File: src/rtl/fetch_redirect.sv
// Fetch PC owner: issues imem requests and redirects on taken branches/jumps resolved in decode.
// Latency: target fetched right after the delay slot; redir_taken/redir_target one cycle after E.
// Backpressure: if_addr is held while if_req & ~if_ack; id_stall blocks resolution until it drops.
module fetch_redirect #(
    parameter logic [31:0] RESET_PC = 32'hBFC0_0000
) (
    input  logic        clk,
    input  logic        rst_n,
    output logic        if_req,
    output logic [31:0] if_addr,
    input  logic        if_ack,
    output logic        if_squash,
    input  logic        id_valid,
    input  logic        id_stall,
    input  logic [31:0] id_pc,
    input  logic        id_br,
    input  logic        bcres,
    input  logic [15:0] id_imm,
    input  logic        id_j,
    input  logic [25:0] id_jidx,
    input  logic        id_jr,
    input  logic [31:0] id_rs,
    output logic        redir_taken,
    output logic [31:0] redir_target,
    output logic [31:0] link_addr
);

    typedef enum logic [1:0] {
        IDLE      = 2'd0,
        RUN       = 2'd1,
        HOLD_SLOT = 2'd2,
        HOLD_SQ   = 2'd3
    } state_t;

    state_t      state, state_nxt;
    logic [31:0] pc_q, pc_nxt;
    logic [31:0] tgt_q, tgt_nxt;
    logic [31:0] slot_pc;
    logic [31:0] br_off;
    logic [31:0] tgt;
    logic        ev;
    logic        accept;
    logic        in_slot;

    assign slot_pc   = id_pc + 32'd4;
    assign link_addr = id_pc + 32'd8;
    assign br_off    = {{14{id_imm[15]}}, id_imm, 2'b00};
    assign ev        = id_valid & ~id_stall & (id_jr | id_j | (id_br & bcres));
    assign in_slot   = (pc_q == slot_pc);
    assign if_addr   = pc_q;

    // Transfers resolved while a previous one is still pending sit in a delay slot and are dropped.
    assign accept    = ev & (state == RUN);

    always_comb begin
        tgt = slot_pc + br_off;
        if (id_jr) begin
            tgt = id_rs;
        end else if (id_j) begin
            tgt = {slot_pc[31:28], id_jidx, 2'b00};
        end
    end

    always_comb begin
        state_nxt = state;
        pc_nxt    = pc_q;
        tgt_nxt   = tgt_q;
        if_req    = 1'b0;
        if_squash = 1'b0;
        case (state)
            IDLE: begin
                state_nxt = RUN;
            end
            RUN: begin
                if_req = 1'b1;
                if (ev) begin
                    if (if_ack) begin
                        // Slot already accepted earlier: this in-flight fetch is wrong-path.
                        if_squash = ~in_slot;
                        pc_nxt    = tgt;
                    end else begin
                        tgt_nxt   = tgt;
                        state_nxt = in_slot ? HOLD_SLOT : HOLD_SQ;
                    end
                end else if (if_ack) begin
                    pc_nxt = pc_q + 32'd4;
                end
            end
            HOLD_SLOT: begin
                if_req = 1'b1;
                if (if_ack) begin
                    pc_nxt    = tgt_q;
                    state_nxt = RUN;
                end
            end
            HOLD_SQ: begin
                if_req    = 1'b1;
                if_squash = if_ack;
                if (if_ack) begin
                    pc_nxt    = tgt_q;
                    state_nxt = RUN;
                end
            end
            default: begin
                state_nxt = IDLE;
            end
        endcase
    end

    always_ff @(posedge clk) begin
        if (!rst_n) begin
            state <= IDLE;
        end else begin
            state <= state_nxt;
        end
    end

    always_ff @(posedge clk) begin
        if (!rst_n) begin
            pc_q         <= RESET_PC;
            tgt_q        <= 32'd0;
            redir_taken  <= 1'b0;
            redir_target <= 32'd0;
        end else begin
            pc_q        <= pc_nxt;
            tgt_q       <= tgt_nxt;
            redir_taken <= accept;
            if (accept) begin
                redir_target <= tgt;
            end
        end
    end

endmodule
File: config.mk
export PLATFORM = sky130hd
export DESIGN_NAME = fetch_redirect
export DESIGN_NICKNAME = d
export VERILOG_FILES = /design/src/rtl/fetch_redirect.sv
export SDC_FILE = /design/constraint.sdc
export NUM_CORES = 1
export LEC_CHECK = 0
export ABC_AREA = 1
export CAP_MARGIN = 25
export CORE_MARGIN = 2
export CORE_UTILIZATION = 55
export DETAILED_ROUTE_END_ITERATION = 16
export PLACE_DENSITY = 0.85
export SYNTH_ARGS = -nofsm -noshare
export SYNTH_HDL_FRONTEND = slang
export SYNTH_SLANG_ARGS = --single-unit
export TNS_END_PERCENT = 1
File: constraint.sdc
create_clock -name clk -period 6.2 [get_ports clk]
set_clock_uncertainty 0.2 [all_clocks]
set_input_delay 0.62 -clock clk [delete_from_list [all_inputs] [get_ports clk]]
set_output_delay 0.62 -clock clk [all_outputs]
set_load 0.01 [all_outputs]
### Word level (Yosys, flattened, before mapping)

Cells that the tools add are included.

| word-level totals | value |
|---|---|
| register bits after elaboration | 99 |
| input port bits | 115 |
| output and inout port bits | 99 |
| logic and storage cells | 49 |

| operators by class | value |
|---|---|
| add/sub/neg operators | 4 |
| equality and inequality tests | 8 |
| mux-type cells | 16 |
| bitwise gates (word level) | 9 |
| reduce and logical (&&, ||, !) cells | 7 |

Operators with widths:

| cell | count |
|---|---|
| $mux 32 | 6 |
| $add 32x3->32 const B | 2 |
| $pmux 32 s2 | 1 |
| $add 32x32->32 | 1 |
| $add 32x4->32 const B | 1 |
| $eq 32x32->1 | 1 |
| $reduce_and 3->1 | 3 |
| $mux 2 | 3 |
| $ne 2x2->1 const B | 3 |
| $pmux 2 s3 | 1 |
| $and 1x1->1 | 4 |
| $eq 2x2->1 const B | 2 |
| $mux 1 | 4 |
| $not 1->1 | 3 |
| $reduce_or 3->1 | 1 |
| $eq 2x1->1 const B | 1 |
| $logic_not 2->1 | 1 |
| $ne 2x1->1 const B | 1 |
| $or 1x1->1 | 2 |
| $pmux 1 s2 | 1 |
| $reduce_bool 2->1 | 1 |
| $reduce_or 2->1 | 1 |

### Logic depth before layout (Yosys ltp)

| depth | value |
|---|---|
| depth after elaboration | 7 |
| depth in mapped cells | 27 |
| gate-level depth less buffers | 27 |

### Worst setup path after synthesis

No wires, ideal clock.

| timing path | value |
|---|---|
| path kind | input to register |
| start point | input port id_pc[3] |
| end point | register pc_q[28] (netlist: if_addr[28]) |
| setup time | 0.115 ns |
| arrival | 2.978 ns |
| data required time | 5.885 ns |
| setup slack | 2.908 ns |
| stages on the path | 25 |
| buffers on the path | 0 |
| cells stage by stage | ha_1 nand2_1 nor2_4 nand2_2 inv_2 nand3_1 nand2_1 inv_1 ha_1 nand2_1 inv_1 nand3_1 inv_1 a21oi_1 nor2_1 nor2_1 nand2_1 nand2_1 nand3_1 nand2_1 nand2_1 nand2_1 nand2_1 nand2_1 nand2_1 |

| on the way | value |
|---|---|
| word-level cells in the longest chain between the ends | 7 |

RTL lines:

| element | RTL line | text |
|---|---|---|
| start: declaration | 15 | `input logic [31:0] id_pc,` |
| $add 32x3->32 * | 45 | `assign slot_pc = id_pc + 32'd4;` |
| $add 32x32->32 | 56 | `tgt = slot_pc + br_off;` |
| $mux 32 * | 59 | `end else if (id_j) begin` |
| $mux 32 * | 57 | `if (id_jr) begin` |
| $mux 32 * | 77 | `if (if_ack) begin` |
| $mux 32 * | 76 | `if (ev) begin` |
| $pmux 32 s2 * | 70 | `case (state)` |
| end signal: assignment | 125 | `pc_q <= pc_nxt;` |
| end: declaration | 36 | `logic [31:0] pc_q, pc_nxt;` |

Mark *: on every way between the ends. The rest lies on a longest branch, timed or not. The select of a mux whose other input is x is not followed.
A chain may end at the register's enable or synchronous reset.

### Final worst setup path

| timing path | value |
|---|---|
| start point | input port id_pc[2] |
| end point | register tgt_q[21] |

| on the way | value |
|---|---|
| word-level cells in the longest chain between the ends | 4 |

RTL lines:

| element | RTL line | text |
|---|---|---|
| $add 32x3->32 | 45 |  |
| $add 32x32->32 | 56 |  |
| $mux 32 | 59 |  |
| $mux 32 | 57 |  |
| end signal: assignment | 126 | `tgt_q <= tgt_nxt;` |
| end: declaration | 37 | `logic [31:0] tgt_q, tgt_nxt;` |

No other way between the ends.

==> flow_metrics.env <==
export IMPL_status="complete, no violations"
export IMPL_cts_made_buffers=9
export IMPL_drc_errors=0
export IMPL_insertedDiodeCount=0
export IMPL_post_place_ws_ps=1030
export IMPL_crit_arrival_ps=5050
export IMPL_worstSetupPathType="input port to flip-flop"
export IMPL_final_period_utilization=0.807
export IMPL_synth_cell_types=48
export IMPL_setup_viol=0
export IMPL_r2r_slack_ps=2450
export IMPL_leakage_nw=6.19
export IMPL_cts_setup_buffers=0
export IMPL_peakVddDrop_uv=202
export IMPL_grt_pass1_vias=12068
export IMPL_clk_pin_slew_ps=70
export IMPL_cts_tree="built"
export IMPL_cp_startpoint="id_pc[2]"
export IMPL_syn_to_final_growth_pct=25.1
export IMPL_syn_area_um2=10100
export IMPL_async_flop_share=0
export IMPL_root_buffer="clkbuf_16"
export IMPL_setup_slack_ps=1190
export IMPL_drv_cap=0
export IMPL_r2r_end="tgt_q[7]"
export IMPL_grt_total_usage=0.443
export IMPL_crit_fanout=8
export IMPL_num_nets_final=2099
export IMPL_dp_hpwl_um=35200
export IMPL_yosysTopAreaCell="nand2_1"
export IMPL_ctsResizeCount=0
export IMPL_vias_per_cell=6.10
export IMPL_setup_tns_ps=0
export IMPL_rows=49
export IMPL_r2r_cells=9
export IMPL_vias=13301
export IMPL_slew_headroom=0.334
export IMPL_port_buffers=213
export IMPL_antenna_found_initial=0
export IMPL_cp_start_kind="input port"
export IMPL_synth_edf_count=0
export IMPL_synthTopCellsByArea="nand2_1 (21%), dfxtp_1 (20%), inv_1 (9.1%), nand3_1 (7.2%), a21oi_1 (5.6%)"
export IMPL_firstDrtPassIters=11
export IMPL_die_w_um=140
export IMPL_clk_latency_ps=360
export IMPL_crit_end="tgt_q[21]"
export IMPL_final_core_util=0.703
export IMPL_synth_top_area_frac=0.211
export IMPL_syn_mean_instance_area_um2=5.72
export IMPL_fin_crit_ps=5010
export IMPL_finalHoldViolCount=0
export IMPL_synth_cells=1770
export IMPL_power_density_nw_per_um2=164
export IMPL_synthesis_nets=1924
export IMPL_initial_core_util=0.562
export IMPL_drt_iter0_drc=1954
export IMPL_holdCritStartpoint="redir_target[3]"
export IMPL_yosys_top_cells_count="nand2_1 (570), inv_1 (245), nand3_1 (146), nor2_1 (133), a21oi_1 (114)"
export IMPL_gp_congestion=1.05
export IMPL_hp_class="flip-flop to flip-flop"
export IMPL_rsz0062_at_grt="false"
export IMPL_r2r_start="state[1]"
export IMPL_tightestPinTransition_ps=988
export IMPL_grt_overflow=0
export IMPL_cts_buffer_depth=2
export IMPL_cp_end_kind="flip-flop"
export IMPL_ant_nets=0
export IMPL_wl_per_cell_um=20.8
export IMPL_ioPinCount=214
export IMPL_yosys_warnings=0
export IMPL_die_area_um2=19500
export IMPL_synth_seq_cells=99
export IMPL_fin_worst_hold_slack_ps=292
export IMPL_grt_first_pass_wirelength_um=68000
export IMPL_fmax_mhz=200
export IMPL_grt_start_max_net_pins=55
export IMPL_hold_buffers=0
export IMPL_cts_max_level=3
export IMPL_finalWirelength_um=45300
export IMPL_core_um2=18000
export IMPL_drive_above_1_share=0.0518
export IMPL_ys_seq_area_frac=0.196
export IMPL_maxSlewViolCount=0
export IMPL_synth_ff_type="dfxtp_1"
export IMPL_required_ps=6250
export IMPL_cts_sinks=99
export IMPL_die_h_um=140
export IMPL_power_total_mw=2.07
export IMPL_synth_most_common_cell="nand2_1"
## kinds of logic after synthesis
kind of cell	Yosys count	share of synthesized area
compound gates	297	0.167
buf+inv	311	0.120
xor+xnor	47	0.0407
flops	99	0.196
fa+ha+maj	39	0.0489
simple gates	977	0.428
## per-stage QoR
stage / std cells / area [um^2]
after floorplan: 1770 / 10100
after global placement: 2162 / 12300
after detailed placement: 2162 / 12300
after CTS: 2178 / 12600
after global routing: 2179 / 12700
final: 2179 / 12700
## worst min path at each step
stage | endpoint | slack, ps | depth (start not counted)
global placement | redir_target[3] | 260 | 2
floorplan | tgt_q[21] | 270 | 2
detailed placement | redir_target[3] | 260 | 2
finish | redir_target[3] | 290 | 2
global route | redir_target[4] | 320 | 2
CTS | redir_target[3] | 290 | 2
## worst max-delay path, stage by stage
cell and delay, ps:
clkdlybuf4s50_1 770, ha_1 290, nand2_1 190, nor2_4 220, nand2_1 130, nor2_4 200
nand2_1 70, nand2_1 100, nand2_1 190, ha_1 420, nand2_1 120, nand2_1 80
inv_1 80, o21ai_0 150, a21oi_1 360, nand3_1 130, nand2_1 80, nand3_1 110
a21boi_0 450, nand2_1 110, o211ai_1 120, inv_1 50
## cell type report
class | count | area [um^2]
clock buffer | 9 | 225
clock inverter | 7 | 97.6
fill | 1540 | 5360
inverter | 257 | 968
multi-input combinational | 1360 | 6920
sequential | 99 | 1980
tap | 229 | 287
timing repair buffer | 218 | 2180
## flip-flops by register name, indices dropped and copies added, names as in the netlist
register      flops
if_addr          32
redir_taken       1
redir_target     32
state             2
tgt_q            32
## report_power, final
part | internal [mW] | switching (mW)
combinational | 0.284 | 0.481
sequential | 0.664 | 0.0420
clock | 0.325 | 0.278
## routing by layer
metal	global-route usage	up-vias	routed length [um]
li1	-	6029	-
met4	0.251	0	3150
met1	0.569	5925	17000
met2	0.684	1124	19100
met3	0.103	223	6160
met5	0	-	0
## cell usage in the layout (no fill, tap or decap), types with 9 or more instances in the layout
cell type	count
o221ai_1	9
a21oi_1	114
nand4_1	22
dfxtp_1	99
nand2_1	570
nand3b_1	9
nor2_1	133
nand3_1	146
o21ai_0	102
nor2_4	16
ha_1	38
clkbuf_16	9
xor2_1	43
inv_1	245
o21bai_1	34
nand2_2	20
nor3_1	21
nor2_2	12
clkdlybuf4s50_1	213
Note: power is estimated with default switching activity, not from simulation.
